[src/rtl/pc_fetch_unit.sv]
// Instruction-fetch front end: owns the architectural PC, fetches one word at a time
// over a valid/ready memory port, hands it to decode and waits for retirement.
module pc_fetch_unit #(
  parameter logic [63:0] RESET_PC = 64'h0
) (
  input  logic        CLK,
  input  logic        Reset_L,
  input  logic [63:0] NextPC,
  input  logic        Retire,
  output logic        IMemReqValid,
  input  logic        IMemReqReady,
  output logic [63:0] IMemAddr,
  input  logic        IMemRspValid,
  input  logic [31:0] IMemRspData,
  output logic        InstValid,
  input  logic        InstReady,
  output logic [31:0] Instruction,
  output logic [63:0] CurrentPC,
  output logic [31:0] RetireCount,
  output logic        Misaligned
);

  typedef enum logic [2:0] {
    FETCH = 3'd0,
    WAIT  = 3'd1,
    ISSUE = 3'd2,
    EXEC  = 3'd3,
    FAULT = 3'd4
  } state_t;

  state_t      state, next_state;
  logic [63:0] pc;
  logic [31:0] inst_buf;
  logic [31:0] retire_cnt;
  logic        fault;
  logic        req_vld;
  logic        capture;
  logic        retire_ok;
  logic        retire_bad;

  always_comb begin
    next_state = state;
    capture    = 1'b0;
    retire_ok  = 1'b0;
    retire_bad = 1'b0;
    unique case (state)
      FETCH: begin
        // req_vld rather than the state alone: the cycle right after reset has no request out
        if (req_vld && IMemReqReady) next_state = WAIT;
      end
      WAIT: begin
        if (IMemRspValid) begin
          capture    = 1'b1;
          next_state = ISSUE;
        end
      end
      ISSUE: begin
        if (InstReady) next_state = EXEC;
      end
      EXEC: begin
        if (Retire) begin
          if (NextPC[1:0] == 2'b00) begin
            retire_ok  = 1'b1;
            next_state = FETCH;
          end else begin
            retire_bad = 1'b1;
            next_state = FAULT;
          end
        end
      end
      FAULT: next_state = FAULT;
      default: next_state = FETCH;
    endcase
  end

  always_ff @(posedge CLK or negedge Reset_L) begin
    if (!Reset_L) begin
      state      <= FETCH;
      pc         <= RESET_PC;
      inst_buf   <= 32'h0;
      retire_cnt <= 32'h0;
      fault      <= 1'b0;
      req_vld    <= 1'b0;
    end else begin
      state   <= next_state;
      // Registered request valid keeps the memory port free of input-to-output paths
      req_vld <= (next_state == FETCH);
      if (capture) inst_buf <= IMemRspData;
      if (retire_ok) pc <= NextPC;
      if (retire_ok || retire_bad) retire_cnt <= retire_cnt + 32'd1;
      if (retire_bad) fault <= 1'b1;
    end
  end

  assign IMemReqValid = req_vld;
  assign IMemAddr     = pc;
  assign InstValid    = (state == ISSUE);
  assign Instruction  = inst_buf;
  assign CurrentPC    = pc;
  assign RetireCount  = retire_cnt;
  assign Misaligned   = fault;

endmodule

[config.mk]
export PLATFORM = sky130hd
export DESIGN_NAME = pc_fetch_unit
export DESIGN_NICKNAME = d
export VERILOG_FILES = /design/src/rtl/pc_fetch_unit.sv
export SDC_FILE = /design/constraint.sdc
export NUM_CORES = 1
export LEC_CHECK = 0
export CAP_MARGIN = 20
export CORE_MARGIN = 2
export CORE_UTILIZATION = 43
export CTS_CLUSTER_SIZE = 28
export DETAILED_ROUTE_END_ITERATION = 8
export PLACE_DENSITY = 0.95
export SLEW_MARGIN = 5
export SYNTH_ARGS = -nofsm -noshare
export SYNTH_HDL_FRONTEND = slang
export SYNTH_SLANG_ARGS = --single-unit
[constraint.sdc]
create_clock -name CLK -period 3.1 [get_ports CLK]
set_clock_uncertainty 0.15 [all_clocks]
set_input_delay 0.93 -clock CLK [delete_from_list [all_inputs] [get_ports CLK]]
set_output_delay 0.93 -clock CLK [all_outputs]
set_load 0.02 [all_outputs]
# ---- Word-level counts from Yosys, hierarchy flattened
# Index checks and enable logic that the tools add are counted.
dict set report totals {
  register_bits 133
  output_inout_bits 195
  wordCells 30
}
dict set report op_classes {
  n_addsub 1
  n_eq_ne 4
  muxes 14
  n_reduce_logical 5
}
# op count
set ops {}
lappend ops {{32-bit by 1-bit adder with 32-bit output (second input constant)} 1}
lappend ops {{3-bit two-way mux} 5}
lappend ops {{3-bit case mux with 5 select lines} 1}
lappend ops {{1-bit two-way mux} 8}
lappend ops {{3-bit by 2-bit == test with 1-bit output (second input constant)} 2}
lappend ops {{3-bit logical NOT} 2}
lappend ops {{3-bit by 1-bit == test with 1-bit output (second input constant)} 1}
lappend ops {{3-bit == test (second input constant)} 1}
lappend ops {{2-bit logical NOT} 1}
lappend ops {{1-bit logical AND} 1}
lappend ops {{1-bit logical OR} 1}

# ---- Logic depth before layout (Yosys ltp)
# Gate-level depths: netlist (run 1).
dict set report depth {
  depth_word 5
  depth_mapped 6
}

# ---- Least setup slack after synthesis (run 1)
# OpenSTA, ideal clock, no wires.
dict set report synth_path {
  kind {input to register}
  startpoint {in IMemRspValid}
  endpoint {reg inst_buf[10] (netlist: Instruction[10])}
  arrival_time_ps 2102
  t_required_ps 2825
  setup_slack_ps 723
  stages 5
  path_buffers 2
  cell_sequence {nor2b_1 and3b_1 clkbuf_1 buf_1 mux2_2}
}
dict set report synth_via {
  elab_chain_len 2
}
# item line_no
set synth_rtl {}
lappend synth_rtl {{start, declared} 13} ;# input logic IMemRspValid,
lappend synth_rtl {{1-bit two-way mux} 52} ;# if (IMemRspValid) begin
lappend synth_rtl {{1-bit two-way mux} 46} ;# unique case (state)
lappend synth_rtl {{end signal, assigned} 88} ;# if (capture) inst_buf <= IMemRspData;
lappend synth_rtl {{end, declared} 33} ;# logic [31:0] inst_buf;
# No other way between the ends.
# A chain may end at the register's enable or synchronous reset.

# ---- Worst setup path after layout (run 1)
dict set report layout_path {
  startpoint {reg state[1]}
  endpoint {out InstValid}
}
dict set report layout_via {
  elab_chain_len 1
}
# item line_no
set layout_rtl {}
lappend layout_rtl {{start, declared} 31} ;# state_t state, next_state;
lappend layout_rtl {{start signal, assigned} 85} ;# state <= next_state;
lappend layout_rtl {{3-bit by 2-bit == test with 1-bit output} 97} ;# assign InstValid = (state == ISSUE);
lappend layout_rtl {{end, declared} 15} ;# output logic InstValid,
# No other way between the ends.

==> results.json, run 1 <==
{
  "grt_pass1_wl_mm": 24.1,
  "die_area_um2": 14500,
  "fp.dieH_um": 120,
  "antenna_found_initial": 1,
  "syn2layout_area_growth_pct": 56.2,
  "vias": 4207,
  "cp-start-kind": "register",
  "path_cells": "nor3b_1, clkdlybuf4s50_1",
  "netSwitchingFraction_pct": 34.9,
  "synthTopCellsByCount": "dfrtp_1, mux2_2, buf_4",
  "grt.total_usage_pct": 21.9,
  "clock_tree.buffer_depth": 2,
  "required_ns": 2.02,
  "ant_nets": 0,
  "cp_slowest_stage_delay_ns": 0.67,
  "seq_area_frac_synth_pct": 57.1,
  "avgSynthCellArea_um2": 13.6,
  "start_util_pct": 44.0,
  "die_x_um": 120,
  "met1_usage_pct": 23.6,
  "finalWirelength_mm": 15.5,
  "cts_tree": "done",
  "cts_resized": 0,
  "dp_hpwl_mm": 12.2,
  "synth_cell_type_count": 36,
  "endpoint": "InstValid",
  "rows": 42,
  "p_int_mw": 5.77,
  "synth_top_cells_by_area": "dfrtp_1, mux2_2, buf_4",
  "post_cts.repair.setup_buffers": 0,
  "max_freq_mhz": 348,
  "via_per_inst": 4.89,
  "final_util_pct": 68.7,
  "critical_path.max_fanout": 7,
  "cts-root-buf": "clkbuf_16",
  "setup_viol": 0,
  "switching_power_mw": 3.10,
  "r2r_end": "RetireCount[22]$_DFFE_PN0P_",
  "yosysWarnings": 0,
  "coreArea_um2": 13200,
  "synth.most_common_cell": "dfrtp_1",
  "hold_buffers": 0,
  "cp-end-kind": "primary output",
  "grt_overflow": 0,
  "path_clk_slew_ns": 0.05,
  "p_leak_nw": 3.95,
  "relSlewSlack_pct": 58.5,
  "ys_seq_elements": 133,
  "irDropWorstVdd_v": 0.000586,
  "worstPathArrival_ns": 1.79,
  "crit_slowest_cell": "clkdlybuf4s50_1",
  "power_frac_comb_pct": 46.5,
  "drcViolationCount": 0,
  "syn_inst": 427,
  "pin_count": 297,
  "grt_pass1_vias": 4457,
  "drt_iter0_drc": 231,
  "slew_viol_final": 0,
  "layout_min_cycle_time_ns": 2.87,
  "synthFlopType": "dfrtp_1",
  "path_class": "reg -> out",
  "synth-async-reset-ratio_pct": 100,
  "p_per_area_nw_per_um2": 974,
  "status": "completed",
  "period_share_pct": 92.7,
  "met3_usage_pct": 5.57,
  "insertion_delay_ns": 0.41,
  "busiest_layer": "met2",
  "synth_top_area_share_pct": 57.1,
  "final_nets": 775,
  "grt_max_degree": 69,
  "r2r_start": "state[0]$_DFF_PN0_",
  "pwr-share-seq_pct": 32.0,
  "synth_edf_count": 0,
  "place.port_buffers": 296,
  "synth_top_area_cell": "dfrtp_1",
  "r2r_setup_slack_ns": 1.02,
  "ff2ff_path_depth": 5,
  "setup-tns-final_ns": 0,
  "wl_per_cell_um": 18.0,
  "hold_violations": 0,
  "syn_nets": 530,
  "cts_inserted_buffers": 17,
  "worstMarginPinSlew_ns": 0.622,
  "drt_first_pass_iters": 4,
  "h-tree-depth": 4,
  "gp_congestion": 0.810,
  "met2_usage_pct": 39.2,
  "startpoint": "state[1]$_DFF_PN0_",
  "rsz0062_at_grt": "no",
  "drive_above_1_share_pct": 21.1,
  "clkPwrFrac_pct": 21.5,
  "hold_path_class": "reg -> reg",
  "maxCapViolations": 0,
  "syn_area_um2": 5830,
  "cts.sinks": 133
}
==> worst min-delay path by stage <==
stage,from,to,cells past startpoint
3_5_place_dp,RetireCount[31]$_DFFE_PN0P_,RetireCount[31]$_DFFE_PN0P_,1
4_1_cts,RetireCount[31]$_DFFE_PN0P_,RetireCount[31]$_DFFE_PN0P_,1
6_report,Misaligned$_DFFE_PN0P_,Misaligned$_DFFE_PN0P_,1
5_1_grt,RetireCount[31]$_DFFE_PN0P_,RetireCount[31]$_DFFE_PN0P_,1
3_3_place_gp,Misaligned$_DFFE_PN0P_,Misaligned$_DFFE_PN0P_,1
2_1_floorplan,state[2]$_DFF_PN0_,state[0]$_DFF_PN0_,1
==> stage by stage <==
stage / setup slack, ns / cells / power, mW / hold slack [ns] / cell area, um^2
4_1_cts: 0.200 / 860 / 8.94 / 0.329 / 9100
5_1_grt: 0.179 / 861 / 9.23 / 0.331 / 9100
6_report: 0.226 / 861 / 8.87 / 0.322 / 9100
3_5_place_dp: 0.0580 / 829 / 7.03 / 0.317 / 8530
3_3_place_gp: 0.119 / 829 / 6.87 / 0.308 / 8530
2_1_floorplan: 0.723 / 427 / 5.16 / 0.354 / 5830
==> placed cells by master, fill, tap and decap left out, drive strengths merged, types with 2 or more instances in the layout <==
| cell | instances |
|---|---|
| clkdlybuf4s50 | 295 |
| nand2 | 16 |
| nor3 | 8 |
| nor2 | 9 |
| buf | 9 |
| dfrtp | 133 |
| inv | 6 |
| and2 | 3 |
| or4 | 2 |
| and4 | 3 |
| xor2 | 19 |
| mux2 | 94 |
| nand3 | 10 |
| or2 | 2 |
| xnor2 | 12 |
| nor4 | 11 |
| clkinv | 2 |
| nand4 | 10 |
| clkbuf | 28 |
==> cells by family after synthesis <==
logic type      Yosys count  share of synthesized area [%]
compound gates            2                          0.258
xor+xnor                 31                           4.66
fa+ha+maj                 1                          0.215
buf+inv                  84                           10.1
flops                   133                           57.1
mux                      95                           18.6
simple gates             81                           9.02
==> power groups by stage <==
stage / registers (mW) / logic [mW] / clock network [mW]
global route: 2.92 / 4.30 / 2.02
CTS: 2.84 / 4.17 / 1.94
floorplan: 3.48 / 1.67 / 0
detailed placement: 2.87 / 4.16 / 0
finish: 2.84 / 4.12 / 1.91
global placement: 2.80 / 4.07 / 0
==> area by class of cell <==
class	count	area, um^2
antenna	1	2.50
clock buffer	28	527
clock inverter	3	40.0
fill	878	4140
inverter	6	22.5
multi-input combinational	210	1910
sequential	133	3330
tap	176	220
timing repair buffer	304	3050
==> state kept, by name, indices dropped and copies added, names as in the netlist <==
register	count
state	3
Instruction	32
RetireCount	32
IMemReqValid	1
Misaligned	1
CurrentPC	64
==> critical path, delay by kind of cell, from the launching register on <==
family	cells	cell delay [ns]
buf+inv	1	0.67
flops	1	0.48
simple gates	1	0.23
==> layer usage <==
layer  part of all wire (%)  vias to the layer above
li1                       -                     1905
met1                     36                     2096
met2                     55                      172
met3                    5.5                       34
met4                    4.0                        0
met5                      0                        -
(Power assumes the default switching activity.)
==> run 2: changes to the inputs <==
--- a/config.mk
+++ b/config.mk
@@ -10,6 +10,8 @@
 export CORE_UTILIZATION = 43
 export CTS_CLUSTER_SIZE = 28
 export DETAILED_ROUTE_END_ITERATION = 8
+export GPL_ROUTABILITY_DRIVEN = 1
+export MAX_ROUTING_LAYER = met4
 export PLACE_DENSITY = 0.95
 export SLEW_MARGIN = 5
 export SYNTH_ARGS = -nofsm -noshare
==> run 2 against run 1 <==
Register-to-register slack hardly changed; count of clock-buffer cells in the layout did not move; die area unchanged; largest power group unchanged; highest routed layer unchanged.
==> results.json, run 2 (synthesis gave the netlist of run 1 again) <==
{
  "start_util_pct": 44.0,
  "setup_ws_ns": 0.202,
  "cp-start-kind": "register",
  "critical_path.max_fanout": 7,
  "wl_per_cell_um": 18.1,
  "hold_depth": 1,
  "hold_path_class": "reg -> reg",
  "cts.sinks": 133,
  "ant_nets": 0,
  "grt_max_degree": 69,
  "final_nets": 775,
  "setup-tns-final_ns": 0,
  "drt_first_pass_iters": 4,
  "finalWirelength_mm": 15.5,
  "vias": 4216,
  "via_per_inst": 4.90,
  "worstPathArrival_ns": 1.82,
  "cts_resized": 0,
  "antenna_found_initial": 1,
  "cts_tree": "done",
  "r2r_setup_slack_ns": 1.02,
  "ff2ff_path_depth": 5,
  "coreArea_um2": 13200,
  "cp_slowest_stage_delay_ns": 0.67,
  "irDropWorstVdd_v": 0.000586,
  "drive_above_1_share_pct": 21.1,
  "place.port_buffers": 296,
  "post_cts.repair.setup_buffers": 0,
  "status": "completed",
  "drcViolationCount": 0,
  "crit_slowest_cell": "clkdlybuf4s50_1",
  "worstMarginPinSlew_ns": 0.628,
  "largest_reg_flops": 64,
  "p_leak_nw": 3.95,
  "slew_viol_final": 0,
  "maxCapViolations": 0,
  "die_area_um2": 14500,
  "grt.total_usage_pct": 22.5,
  "final_cell_mix": "clkdlybuf4s50_1, dfrtp_1, mux2_2",
  "insertion_delay_ns": 0.41,
  "power_mw": 8.87,
  "cts_inserted_buffers": 17,
  "path_cells": "nor3b_1, clkdlybuf4s50_1",
  "cp-end-kind": "primary output",
  "layout_min_cycle_time_ns": 2.90,
  "fp.dieH_um": 120,
  "grt_pass1_wl_mm": 24.0,
  "clock_tree.buffer_depth": 2,
  "h-tree-depth": 4,
  "path_clk_slew_ns": 0.05,
  "placement.cell_area_um2": 8530,
  "hold_buffers": 0,
  "rsz0062_at_grt": "no",
  "pin_count": 297,
  "syn2layout_area_growth_pct": 56.2,
  "max_freq_mhz": 345,
  "gp_congestion": 0.822,
  "required_ns": 2.02,
  "relSlewSlack_pct": 58.1,
  "path_class": "reg -> out",
  "setup_viol": 0,
  "grt_overflow": 0,
  "finalInstanceArea_um2": 9100,
  "dpl_worst_slack_ns": 0.0580,
  "dp_hpwl_mm": 12.2,
  "die_x_um": 120,
  "whs_ns": 0.322,
  "rows": 42,
  "drt_iter0_drc": 177,
  "grt_pass1_vias": 4468,
  "layout_commonest_cell": "clkdlybuf4s50_1",
  "cts-root-buf": "clkbuf_16",
  "p_per_area_nw_per_um2": 975,
  "period_share_pct": 93.5,
  "hold_violations": 0
}
## run 2: metrics by stage
step,std cells,util [%]
CTS,860,68.7
detailed placement,829,64.4
global placement,829,64.4
finish,861,68.7
floorplan,427,-
global route,861,68.7
## run 2: worst max-delay path, delay by kind of cell, from the launching register on
family | cells | cell delay, ns
buffers and inverters | 1 | 0.67
flip-flops | 1 | 0.50
AND/OR/NAND/NOR | 1 | 0.24
## run 2: final cells by class
| class | instances | area [um^2] |
|---|---|---|
| Fill cell | 878 | 4140 |
| Sequential cell | 133 | 3330 |
| Timing Repair Buffer | 304 | 3050 |
| Multi-Input combinational cell | 210 | 1910 |
| Clock buffer | 28 | 527 |
| Tap cell | 176 | 220 |
| Clock inverter | 3 | 40.0 |
| Inverter | 6 | 22.5 |
| Antenna cell | 1 | 2.50 |
## run 2: path summary, 6_finish.rpt
check,start,to
setup / recovery,state[1]$_DFF_PN0_,InstValid
hold reg to reg,Misaligned$_DFFE_PN0P_,Misaligned$_DFFE_PN0P_
min in group asynchronous,Reset_L,Instruction[5]$_DFFE_PN0P_
setup reg to reg,state[0]$_DFF_PN0_,RetireCount[22]$_DFFE_PN0P_
hold / removal,Misaligned$_DFFE_PN0P_,Misaligned$_DFFE_PN0P_
max in group asynchronous,Reset_L,CurrentPC[48]$_DFFE_PN0P_
## run 2: layer usage
metal	GRT usage (%)	up-vias	routed length (um)	part of all wire [%]
li1	-	1899	-	-
met1	23.9	2101	5670	36
met2	39.3	182	8450	54
met3	4.95	34	818	5.3
met4	12.1	0	601	3.9
met5	-	-	0	0
## run 2: report_power, final
part           switching [mW]  internal [mW]  leakage, nW  total [mW]
clock network           0.688           1.22        0.280        1.91
registers               0.486           2.35         1.70        2.84
logic                    1.93           2.19         1.97        4.12
